File: src/rtl/ped_signal_controller.sv
// Pedestrian crossing controller: car lamps, walk/flash pedestrian phase, countdown
// and animation selects for a matrix display. All outputs are registered.
module ped_signal_controller #(
  parameter int MIN_GREEN = 10,
  parameter int YELLOW_T  = 3,
  parameter int ALLRED_T  = 1,
  parameter int WALK_T    = 15,
  parameter int FLASH_T   = 5
) (
  input  logic       clk,
  input  logic       rst,
  input  logic       tick,
  input  logic       frame_tick,
  input  logic       req,
  output logic       pattern,
  output logic [1:0] sel,
  output logic       blank,
  output logic       car_r,
  output logic       car_y,
  output logic       car_g,
  output logic [5:0] walk_sec,
  output logic       pending
);

  typedef enum logic [2:0] {GREEN, YELLOW, ALLRED, WALK, FLASH} state_t;

  localparam logic [5:0] MIN_GREEN_W = 6'(MIN_GREEN);
  localparam logic [5:0] YELLOW_W    = 6'(YELLOW_T);
  localparam logic [5:0] ALLRED_W    = 6'(ALLRED_T);
  localparam logic [5:0] WALK_W      = 6'(WALK_T);
  localparam logic [5:0] FLASH_W     = 6'(FLASH_T);

  state_t     state;
  state_t     state_nxt;
  logic [5:0] timer;
  logic [5:0] timer_nxt;
  logic       ped_nxt;
  logic       walk_entry;

  function automatic logic [5:0] duration(input state_t s);
    unique case (s)
      GREEN:   duration = MIN_GREEN_W;
      YELLOW:  duration = YELLOW_W;
      ALLRED:  duration = ALLRED_W;
      WALK:    duration = WALK_W;
      FLASH:   duration = FLASH_W;
      default: duration = MIN_GREEN_W;
    endcase
  endfunction

  function automatic state_t advance(input state_t s);
    unique case (s)
      YELLOW:  advance = ALLRED;
      ALLRED:  advance = WALK;
      WALK:    advance = FLASH;
      default: advance = GREEN;
    endcase
  endfunction

  // NOTE: every signal assigned here gets a default first so no latch is inferred.
  always_comb begin
    state_nxt = state;
    timer_nxt = timer;
    if (state == GREEN) begin
      // Leaving GREEN depends only on the expired timer and a latched request, not on tick.
      if (timer == 6'd0 && pending) state_nxt = YELLOW;
      else if (tick && timer != 6'd0) timer_nxt = timer - 6'd1;
    end else if (tick) begin
      if (timer == 6'd1) state_nxt = advance(state);
      else if (timer != 6'd0) timer_nxt = timer - 6'd1;
    end
    if (state_nxt != state) timer_nxt = duration(state_nxt);
  end

  assign ped_nxt    = (state_nxt == WALK) || (state_nxt == FLASH);
  assign walk_entry = (state == ALLRED) && (state_nxt == WALK);

  // NOTE: sequential state uses non-blocking assignments so every register samples pre-edge values.
  always_ff @(posedge clk or posedge rst) begin
    if (rst) begin
      state    <= GREEN;
      timer    <= MIN_GREEN_W;
      pending  <= 1'b0;
      pattern  <= 1'b0;
      sel      <= 2'd0;
      blank    <= 1'b0;
      car_g    <= 1'b1;
      car_y    <= 1'b0;
      car_r    <= 1'b0;
      walk_sec <= 6'd0;
    end else begin
      state <= state_nxt;
      timer <= timer_nxt;

      // Serving the request wins over a req seen in the same cycle.
      if (walk_entry)                  pending <= 1'b0;
      else if (req && state != WALK)   pending <= 1'b1;

      car_g   <= (state_nxt == GREEN);
      car_y   <= (state_nxt == YELLOW);
      car_r   <= (state_nxt == ALLRED) || ped_nxt;
      pattern <= ped_nxt;

      if (!ped_nxt || walk_entry) sel <= 2'd0;
      else if (frame_tick)        sel <= sel + 2'd1;

      // Blank only toggles while staying in FLASH; entering or leaving forces it low.
      if (state == FLASH && state_nxt == FLASH) blank <= blank ^ tick;
      else                                      blank <= 1'b0;

      unique case (state_nxt)
        WALK:    walk_sec <= timer_nxt + FLASH_W;
        FLASH:   walk_sec <= timer_nxt;
        default: walk_sec <= 6'd0;
      endcase
    end
  end

endmodule

File: config.mk
export PLATFORM = sky130hd
export DESIGN_NAME = ped_signal_controller
export DESIGN_NICKNAME = d
export VERILOG_FILES = /design/src/rtl/ped_signal_controller.sv
export SDC_FILE = /design/constraint.sdc
export NUM_CORES = 1
export LEC_CHECK = 0
export CELL_PAD_IN_SITES_DETAIL_PLACEMENT = 1
export CELL_PAD_IN_SITES_GLOBAL_PLACEMENT = 2
export CORE_ASPECT_RATIO = 1.4
export CORE_MARGIN = 8
export CORE_UTILIZATION = 30
export DETAILED_ROUTE_END_ITERATION = 6
export GPL_TIMING_DRIVEN = 0
export PLACE_DENSITY = 0.74
export SETUP_SLACK_MARGIN = 0.5
export SLEW_MARGIN = 20
export SYNTH_ARGS = -nofsm -noshare
export SYNTH_HDL_FRONTEND = slang
export SYNTH_SLANG_ARGS = --single-unit
File: constraint.sdc
create_clock -name clk -period 2.55 [get_ports clk]
set_input_delay 0.255 -clock clk [delete_from_list [all_inputs] [get_ports clk]]
set_output_delay 0.255 -clock clk [all_outputs]
set_load 0.03 [all_outputs]
==> results.md <==
- Synth top area share: 35.8%
- Multi-input gate area: slightly below 900 um^2
- Initial core utilization: a little under a third
- Post-synth top area cell: dfrtp_1
- Total gr overflow: 0
- Final setup violation count: 0
- Distinct cells, synth: 47
- Clock Skew: ~0.0036 ns
- Hold Vio Cnt, Final: 0
- Net Switching: around 1300 uW
- P_leak: between 0.0007 and 0.0008 uW
- RSZ-0062 raised after global routing: true
- Layout net count: ~190
- CTS Sinks: 23
- Clock Latency Late Sink: around 0.26 ns
- Dpl hpwl: between 3000 and 4000 um
- Status: completed
- Switching Fraction: between 40 and 50%
- # diodes: 0
- Max Root-Sink Buffers: 2
- Commonest non-fill, non-tap cell in the layout: buf_4
- Buffers on Ports: 18
- Tightest Hold Check Type: in -> async
- Number of fill cells: between 500 and 600
- Clk pwr share: a little over 8%
- Comb pwr share: between 60 and 70%
- Row Count: 29
- Wire per inst: between 15 and 20 um
- DRT antenna net count: 0
- Die X: around 74 um
- CTS tree: yes
- Total CTS buffers: 3
- Clock Root Buffer: clkbuf_8
- Drt initial violations: 39
- Max-cap violations: 0
- Data required time of the critical path: 2.71 ns
- EDFF count, synth: 0
- H-tree depth: 1
- Startpoint Class: flop
- Synthesized Nets: 154
- Via density: a little over 5
- Post-synthesis cell area: 1400 um^2
- Placement Cell Area: about 1700 um^2
- Setup TNS: 0 ns
- DRT Pass-1 Iters: 4
- Worst path cell trace: or4_4, or3_4, o221ai_2, o221a_4, a21oi_2, or3_1, a31o_1
- Worst rel slew slack: between 40% and 50%
- DRC: 0
- Vias in the first global route: about 1400
- Max stage delay on crit path: 0.54 ns
- Final cell count without fillers: 246
- CTS Hold Bufs: 0
- WP data arrival: ~2.7 ns
- Power Internal: around 1500 uW
- Post-layout instance area: roughly 2000 um^2
- Crit. End Element: flop
- Vias: about 1200
- Part of the power in registers: 23.2%
- Layout area overhead: 42.3%
- Cells after Synth: roughly 150
- Largest net degree at the start of global routing: 24
- Final core occ: between 40% and 50%
- Die Y: roughly 97 um
- Tot GR Track Use: approximately an eighth
- Final slew viol count: 0
- P per Cell Area: around 1400 nW/um^2
- Worst vdd ir: between 0.5 and 0.6 mV
- Register area: 583 um^2
- Register area share after synthesis: around 41%
- Core Area: approximately 4500 um^2
- Synth warn: 0
- Placed Cells: 225
- Layout cells sized above 1: a little under two fifths
- Reg clk slew, reported paths: approximately 0.080 ns
- First-pass GRT wire length: about 7000 um
- Io pins: 19
- CP max-delay cell: or4_4
- Final Critical Period: approximately 2.5 ns
- Initial antenna violation count: 0
- Ys flop type: dfrtp_1
- Flops & latches, synth: 23
- Syn_area_per_cell: just under 10 um^2
- DRT Wirelength: about 4300 um
- Ys async rst share: 100%
- Tot Pwr: roughly 2700 uW
- Most frequent cells in the layout: 20 x buf_4, 18 x clkdlybuf4s50_1, 17 x dfrtp_1
- Period utilization: between 90% and 100%
- Fmax: around 400 MHz
- Worst-margin pin slew: 0.855 ns
- Critical path class: reg -> reg
- CP max FO: 5
- Die area: roughly 7000 um^2
- Ranking of synthesized cells by area: dfrtp_1 36%, dfstp_2 5.6%, ha_1 3.6%
- Final GP Congestion: 0.767
per-layer routing:
metal	GRT usage, %	vias to the layer above	wire, um
met3	1.65	6	71
li1	-	601	-
met4	5.56	0	93
met2	22.5	11	2340
met1	13.4	630	1750
met5	0	-	0
cell type report:
cell class,count,area share [%]
Sequential cell,23,29.3
Clock inverter,1,0.252
Multi-Input combinational cell,106,44.9
Inverter,10,1.89
Tap cell,62,3.90
Clock buffer,3,2.08
Buffer,6,2.20
Timing Repair Buffer,35,15.5
worst max-delay path: cells and delay by family, from the launching register on:
kind,cells,cell delay [ns]
DFF,1,0.45
and+or+nand+nor,3,1.22
AOI/OAI and AO/OA,4,0.71
stage by stage:
stage	worst slack, ns	hold slack (ns)
2_1_floorplan	0.105	0.255
3_3_place_gp	-0.227	0.527
3_5_place_dp	-0.292	0.550
4_1_cts	0.0335	0.493
5_1_grt	-0.0490	0.566
6_report	0.0521	0.468
worst paths after layout:
path / startpoint / endpoint / slack (ns) / cells after the start
min reg2reg: blank / blank / 0.56 / 2
max in group asynchronous: rst / timer[5] / 1.50 / 2
max reg2reg: timer[5] / walk_sec[5] / 0.05 / 7
min in group clk: blank / blank / 0.56 / 2
min: rst / pattern / 0.47 / 2
max: timer[5] / walk_sec[5] / 0.05 / 7
power groups by stage:
stage	clock network (uW)	logic, uW	registers (uW)
detailed placement	0	1530	642
floorplan	0	1010	735
global route	244	2040	652
finish	222	1880	634
global placement	0	1490	632
CTS	230	1770	633
cell families (layout without fill, tap and decap cells):
family                     count (synthesis)  after routing  share of synthesized area [%]
AOI/OAI and AO/OA                         44             44                           25.3
xor gates and xnor gates                   5              5                           3.13
adders and majority gates                  4              4                           3.58
buffers and inverters                     16             55                           5.73
DFF                                       23             23                           41.5
muxes                                      2              2                           1.52
and+or+nand+nor                           51             51                           19.2
registers in the layout, indices dropped and copies added (netlist names):
signal	flops
state	3
car_r	1
car_g	1
pattern	1
car_y	1
blank	1
timer	6
walk_sec	6
pending	1
sel	2
timing repair:
action	in CTS	in global routing
buffers inserted	10	7
pin swaps	9	3
endpoints found under the setup margin	15	11
resized for setup	19	7
synth_stat cells (2+ instances only):
cell / n
or2_2: 2
buf_4: 3
nor2_1: 11
or3_1: 2
xnor2_1: 4
dfstp_2: 3
nand2b_1: 3
a21boi_1: 2
a21oi_1: 7
inv_1: 10
o31ai_1: 6
nor2b_1: 2
ha_1: 4
a22o_1: 3
nand3_1: 4
nor3_1: 7
nand2_1: 11
o21ai_0: 10
dfrtp_1: 20
o22ai_1: 2
nor4_1: 3
(Power assumes the default switching activity.)
